$ cat src/rtl/vco_adc_unary_dac.sv
// vco_adc_unary_dac: converts a clamped unsigned code into unary element
// drives for a unit-cell feedback DAC, with true and complement outputs.
// With DAC_DWA_EN defined, data-weighted averaging rotates the start element
// so that element mismatch is first-order shaped; otherwise the mapping is a
// plain thermometer code and ptr stays at 0.
//
// Ports:
//   clk     rising-edge clock
//   rst     synchronous active-high reset
//   din     unsigned code, meaningful range 0..N_ELEM (larger values clamp)
//   din_en  qualifies din; when low every register holds
//   dout    element enables, bit k drives cell k
//   dout_b  registered bitwise complement of dout
//   ptr     DWA start pointer
//   sat     set for the update whose din exceeded N_ELEM
module vco_adc_unary_dac #(
  parameter int unsigned N_ELEM = 32,
  parameter int unsigned W_IN   = 6,
  parameter int unsigned PTR_W  = 5
) (
  input  logic              clk,
  input  logic              rst,
  input  logic [W_IN-1:0]   din,
  input  logic              din_en,
  output logic [N_ELEM-1:0] dout,
  output logic [N_ELEM-1:0] dout_b,
  output logic [PTR_W-1:0]  ptr,
  output logic              sat
);

  // One extra bit so that n = N_ELEM is representable.
  localparam int unsigned NW = PTR_W + 1;

  logic [NW-1:0]     n_c;
  logic              sat_c;
  logic [PTR_W-1:0]  base_c;
  logic [PTR_W-1:0]  ptr_next_c;
  logic [N_ELEM-1:0] mask_c;

  // Clamp, start pointer, and per-bit selection of the contiguous run.
  always_comb begin
    sat_c = (din > W_IN'(N_ELEM));
    n_c   = sat_c ? NW'(N_ELEM) : NW'(din);
`ifdef DAC_DWA_EN
    base_c     = ptr;
    // ptr + n never exceeds 2*N_ELEM-1, so NW bits hold the sum before the wrap.
    ptr_next_c = PTR_W'({1'b0, ptr} + n_c);
`else
    base_c     = '0;
    ptr_next_c = '0;
`endif
    mask_c = '0;
    for (int k = 0; k < N_ELEM; k++) begin
      // Offset of bit k from the start wraps modulo N_ELEM in PTR_W bits.
      mask_c[k] = ({1'b0, PTR_W'(PTR_W'(k) - base_c)} < n_c);
    end
  end

  // Single registered stage; reset wins over din_en.
  always_ff @(posedge clk) begin
    if (rst) begin
      dout   <= '0;
      dout_b <= '1;
      ptr    <= '0;
      sat    <= 1'b0;
    end else if (din_en) begin
      dout   <= mask_c;
      dout_b <= ~mask_c;
      ptr    <= ptr_next_c;
      sat    <= sat_c;
    end
  end

endmodule

$ cat config.mk
export PLATFORM = sky130hd
export DESIGN_NAME = vco_adc_unary_dac
export DESIGN_NICKNAME = d
export VERILOG_FILES = /design/src/rtl/vco_adc_unary_dac.sv
export SDC_FILE = /design/constraint.sdc
export NUM_CORES = 1
export LEC_CHECK = 0
export BUFFER_PORTS_ARGS = -buffer_cell sky130_fd_sc_hd__buf_2
export CORE_UTILIZATION = 45
export CTS_CLUSTER_DIAMETER = 50
export CTS_CLUSTER_SIZE = 40
export DETAILED_ROUTE_END_ITERATION = 12
export PLACE_DENSITY = 0.82
export SYNTH_ARGS = -nofsm -noshare
export SYNTH_HDL_FRONTEND = slang
export SYNTH_SLANG_ARGS = --single-unit
$ cat constraint.sdc
create_clock -name clk -period 1.2 [get_ports clk]
set_input_delay 0.3 -clock clk [delete_from_list [all_inputs] [get_ports clk]]
set_output_delay 0.3 -clock clk [all_outputs]
set_load 0.05 [all_outputs]
======== After elaboration in Yosys (flattened, before gate mapping) ========
Index checks and enable logic that the tools add are counted.
word-level totals
  register bits ........................... 65
  bits in writable memories ............... 0
  logic and storage cells ................. 38
  memories ................................ 0
  bits in latches ......................... 0
  memory bits (read-only) ................. 0
  input port bits ......................... 9
cells by class
  multipliers ............................. 0
  reductions and logical operators ........ 0
  divide/modulo/power cells ............... 0
  equality and inequality tests ........... 0
  shift-type cells ........................ 0
  $add $sub $neg .......................... 0
  bitwise logic cells ..................... 1
  muxes and demuxes ....................... 1
  $lt $le $gt $ge ......................... 33
operator list
  kind                                                                 count
  5-bit by 6-bit < comparator with 1-bit output, first input constant  16
  4-bit by 6-bit < comparator with 1-bit output, first input constant  8
  32-bit inverter                                                      1
  3-bit by 6-bit < comparator with 1-bit output, first input constant  4
  1-bit by 6-bit < comparator with 1-bit output, first input constant  2
  2-bit by 6-bit < comparator with 1-bit output, first input constant  2
  6-bit greater-than comparator, second input constant                 1
  6-bit 2-to-1 mux                                                     1

======== Logic depth before layout (Yosys ltp) ========
  depth after elaboration ................. 4
  depth in mapped cells ................... 5

======== Worst setup path after synthesis ========
No wires, ideal clock.
  path type ............................... input-to-reg
  start ................................... input din[5]
  end ..................................... register dout[26]
  cell stages on the path ................. 4
  data arrival time ....................... 1.105 ns
  slack ................................... -0.024 ns
  path buffers ............................ 1
  cell sequence ........................... buf_2 -> nor3b_2 -> nand3_1 -> o221a_2
between the ends
  cells in the longest elaborated chain, start to end .. 3
ends and longest elaborated chain
  what                                             line  source
  from (decl)                                      23    input logic [W_IN-1:0] din,
  6-bit greater-than comparator                    42    sat_c = (din > W_IN'(N_ELEM));
  6-bit 2-to-1 mux *                               43    n_c = sat_c ? NW'(N_ELEM) : NW'(din);
  5-bit by 6-bit < comparator with 1-bit output *  55    mask_c[k] = ({1'b0, PTR_W'(PTR_W'(k) - base_c)} < n_c);
  to (signal assigned)                             67    dout <= mask_c;
  to (decl)                                        25    output logic [N_ELEM-1:0] dout,
Mark *: on every way between the ends. The rest lies on a longest branch, timed or not.
A chain may end at the register's enable or synchronous reset.

======== Final worst setup path ========
  start ................................... register dout[15]
  end ..................................... output dout[15]
No word-level cell between the ends.

==> summary.md <==
| Metric | Value |
|---|---|
| Slew Limit Fails | `0` |
| Peak supply drop | `862 µV` |
| Top delay family on crit path | `flip-flops` |
| CTS tree | `done` |
| Cell accounting for the most synthesized area | `dfxtp_1` |
| First-pass GRT wire length | `9850 µm` |
| Post-synth EDFFs | `0` |
| Yosys warnings | `0` |
| Setup CP Type | `reg -> out` |
| Status | `finished clean` |
| Pleak | `0.00172 µW` |
| Num CTS Buffers | `9` |
| Largest net degree at the start of global routing | `33` |
| Final #Nets | `363` |
| Worst Setup End Kind | `output port` |
| Post-synth cell types | `38` |
| Synth top cells by count | `65 x dfxtp_1, 21 x inv_1, 19 x o21a_1, 18 x o21ai_0, 16 x nor2_1` |
| Clock sinks | `65` |
| Vias per std cell | `5.22` |
| R2r endpoint | `sat` |
| Filler cell count | `365` |
| Vias in the first global route | `2083` |
| Clk slew on worst S/H paths | `0.07 ns` |
| Fin crit period | `1.20 ns` |
| H-tree depth | `3` |
| #FFs+latches synth | `65` |
| Worst Reg-to-Reg Cells | `2` |
| Post-Route WL | `6540 µm` |
| IO Count | `79` |
| Hold path start | `din[1]` |
| Layout area overhead | `53.2%` |
| Total GRT Usage | `24.0%` |
| Max_cap viols | `0` |
| Placed cell area | `3070 µm²` |
| DR WL/cell | `15.3 µm` |
| Clock buffer depth | `2` |
| Crit path buf inv count | `1` |
| Fmax | `0.835 GHz` |
| Count leader, synth | `dfxtp_1` |
| Fin crit share | `99.8%` |
| Hold path cells | `4` |
| Mean Syn Cell Area | `9.63 µm²` |
| DR DRC count | `0` |
| Critical-path cell list | `buf_6` |
| Post-synth top area share | `54.1%` |
| Core box area | `5140 µm²` |
| Antenna violations before repair | `0` |
| GPL Wtd Cong | `0.906` |
| Die Y | `75.1 µm` |
| Cell area after synthesis | `2410 µm²` |
| CTS root buffer | `clkbuf_8` |
| Hold_buf cts | `0` |
| Clk_lat worst skew | `0.34 ns` |
| Ys async rst share | `0%` |
| Initial Utilization | `46.8%` |
| CP max-delay cell | `dfxtp_1` |
| Finished Cell Area | `3690 µm²` |
| IO buf count | `73` |
| Post-DRT Antenna Nets | `0` |
| Pwr Density | `1560 nW/µm²` |
| Via count | `2234` |
| Top FF cell, synth | `dfxtp_1` |
| Dominant cells by area after synthesis | `dfxtp_1 54%, o21a_1 5.9%, o21ai_0 3.7%, inv_1 3.3%, buf_4 2.5%` |
| Required @ worst endpoint | `0.90 ns` |
| Rows | `26` |
| Seq/Total Area, Yosys | `54.1%` |
| Worst EP arrival | `0.90 ns` |
| Hold Path Sink | `dout_b[13]` |
| Crit path max fanout | `2` |
| Die W | `75.1 µm` |
| Startpoint Class | `flip-flop` |
| First-iteration detailed-routing DRC count | `176` |
| Length of the first detailed-routing pass in iterations | `5` |
| Worst R2R Setup Slack | `0.42 ns` |
| CP max stage delay | `0.37 ns` |
| Final Hold Viols | `0` |
| Layout cell share with drive strength beyond 1 | `45.5%` |
| Final setup viols | `0` |
| Die area | `5650 µm²` |
| Cell count after synthesis | `250` |
| RR Startpoint | `sat` |
| Hold Path Class | `in -> reg` |
| Grt ovf | `0` |
| Worst Skew | `0 ns` |
| Dpl hpwl | `4330 µm` |
| Inserted Diodes | `0` |
| Fin util | `71.7%` |
[worst max path at each step]
stage,cells past startpoint,to,slack (ns),from
global placement,5,dout_b[9],-0.19,din_en
detailed placement,5,dout_b[9],-0.23,din_en
finish,1,dout[15],0.003,dout[15]
CTS,1,dout_b[15],0.0006,dout_b[15]
global route,5,dout_b[9],-0.03,din_en
floorplan,4,dout_b[30],-0.003,din[5]
[timing repair]
action                                  in CTS  in global routing
buffers inserted                             0                  0
gates resized for setup                     96                 57
endpoints found under the setup margin      65                 49
[placed cells by master, fill, tap and decap left out, types with 3 or more instances in the layout]
cell and n:
o211a_1 3, o211ai_1 5, o21a_1 19, conb_1 5, buf_6 60, a211o_1 6, inv_1 21, o21ai_0 18
clkbuf_8 11, nor3_1 11, dfxtp_2 28, nor2_1 16, buf_4 42, a21oi_1 11, buf_2 8, nand2_1 11
nand3_1 5, nor2b_1 4, dfxtp_1 37
[per-layer routing]
| layer | GRT usage, % | up-vias | part of all wire, % | routed length, µm |
|---|---|---|---|---|
| li1 | - | 1071 | - | - |
| met4 | 14.0 | 0 | 2.1 | 140 |
| met3 | 5.76 | 12 | 5.2 | 337 |
| met1 | 28.9 | 1080 | 42 | 2740 |
| met2 | 39.2 | 71 | 51 | 3330 |
| met5 | 0 | - | 0 | 0 |
[layout make-up]
class | instances | area (µm²) | share of cell area [%]
repair buffers | 112 | 1070 | 29.0
multi-input cells | 145 | 918 | 24.9
inverters | 21 | 78.8 | 2.14
clock inverters | 3 | 40.0 | 1.09
clock buffers | 12 | 155 | 4.21
well taps | 70 | 87.6 | 2.38
flip-flops and latches | 65 | 1340 | 36.2
[logic make-up after synthesis]
kind of cell | share of synthesized area (%)
AO/OA/AOI/OAI | 24.5
flip-flops | 54.1
AND/OR/NAND/NOR | 12.6
buffers and inverters | 8.68
other | 0.156
[state kept, by name, summed over array words and instances (netlist names)]
name    count
dout       32
sat         1
dout_b     32
[per-stage QoR]
step                      power (µW)  setup WS, ns  hold slack (ns)  TNS (ns)  cells
after global routing            6010       -0.0285            0.309   -0.0985    428
final                           5760       0.00261            0.316         0    428
after global placement          3700        -0.191            0.431     -3.40    413
after CTS                       5720      0.000591            0.297         0    428
after floorplan                 3380      -0.00278            0.518  -0.00278    254
after detailed placement        3720        -0.225            0.438     -3.97    413
[where the power goes]
part           internal [µW]  switching [µW]
Sequential              2340             128
Combinational            529             935
Clock                   1050             771
(Power assumes the default switching activity.)
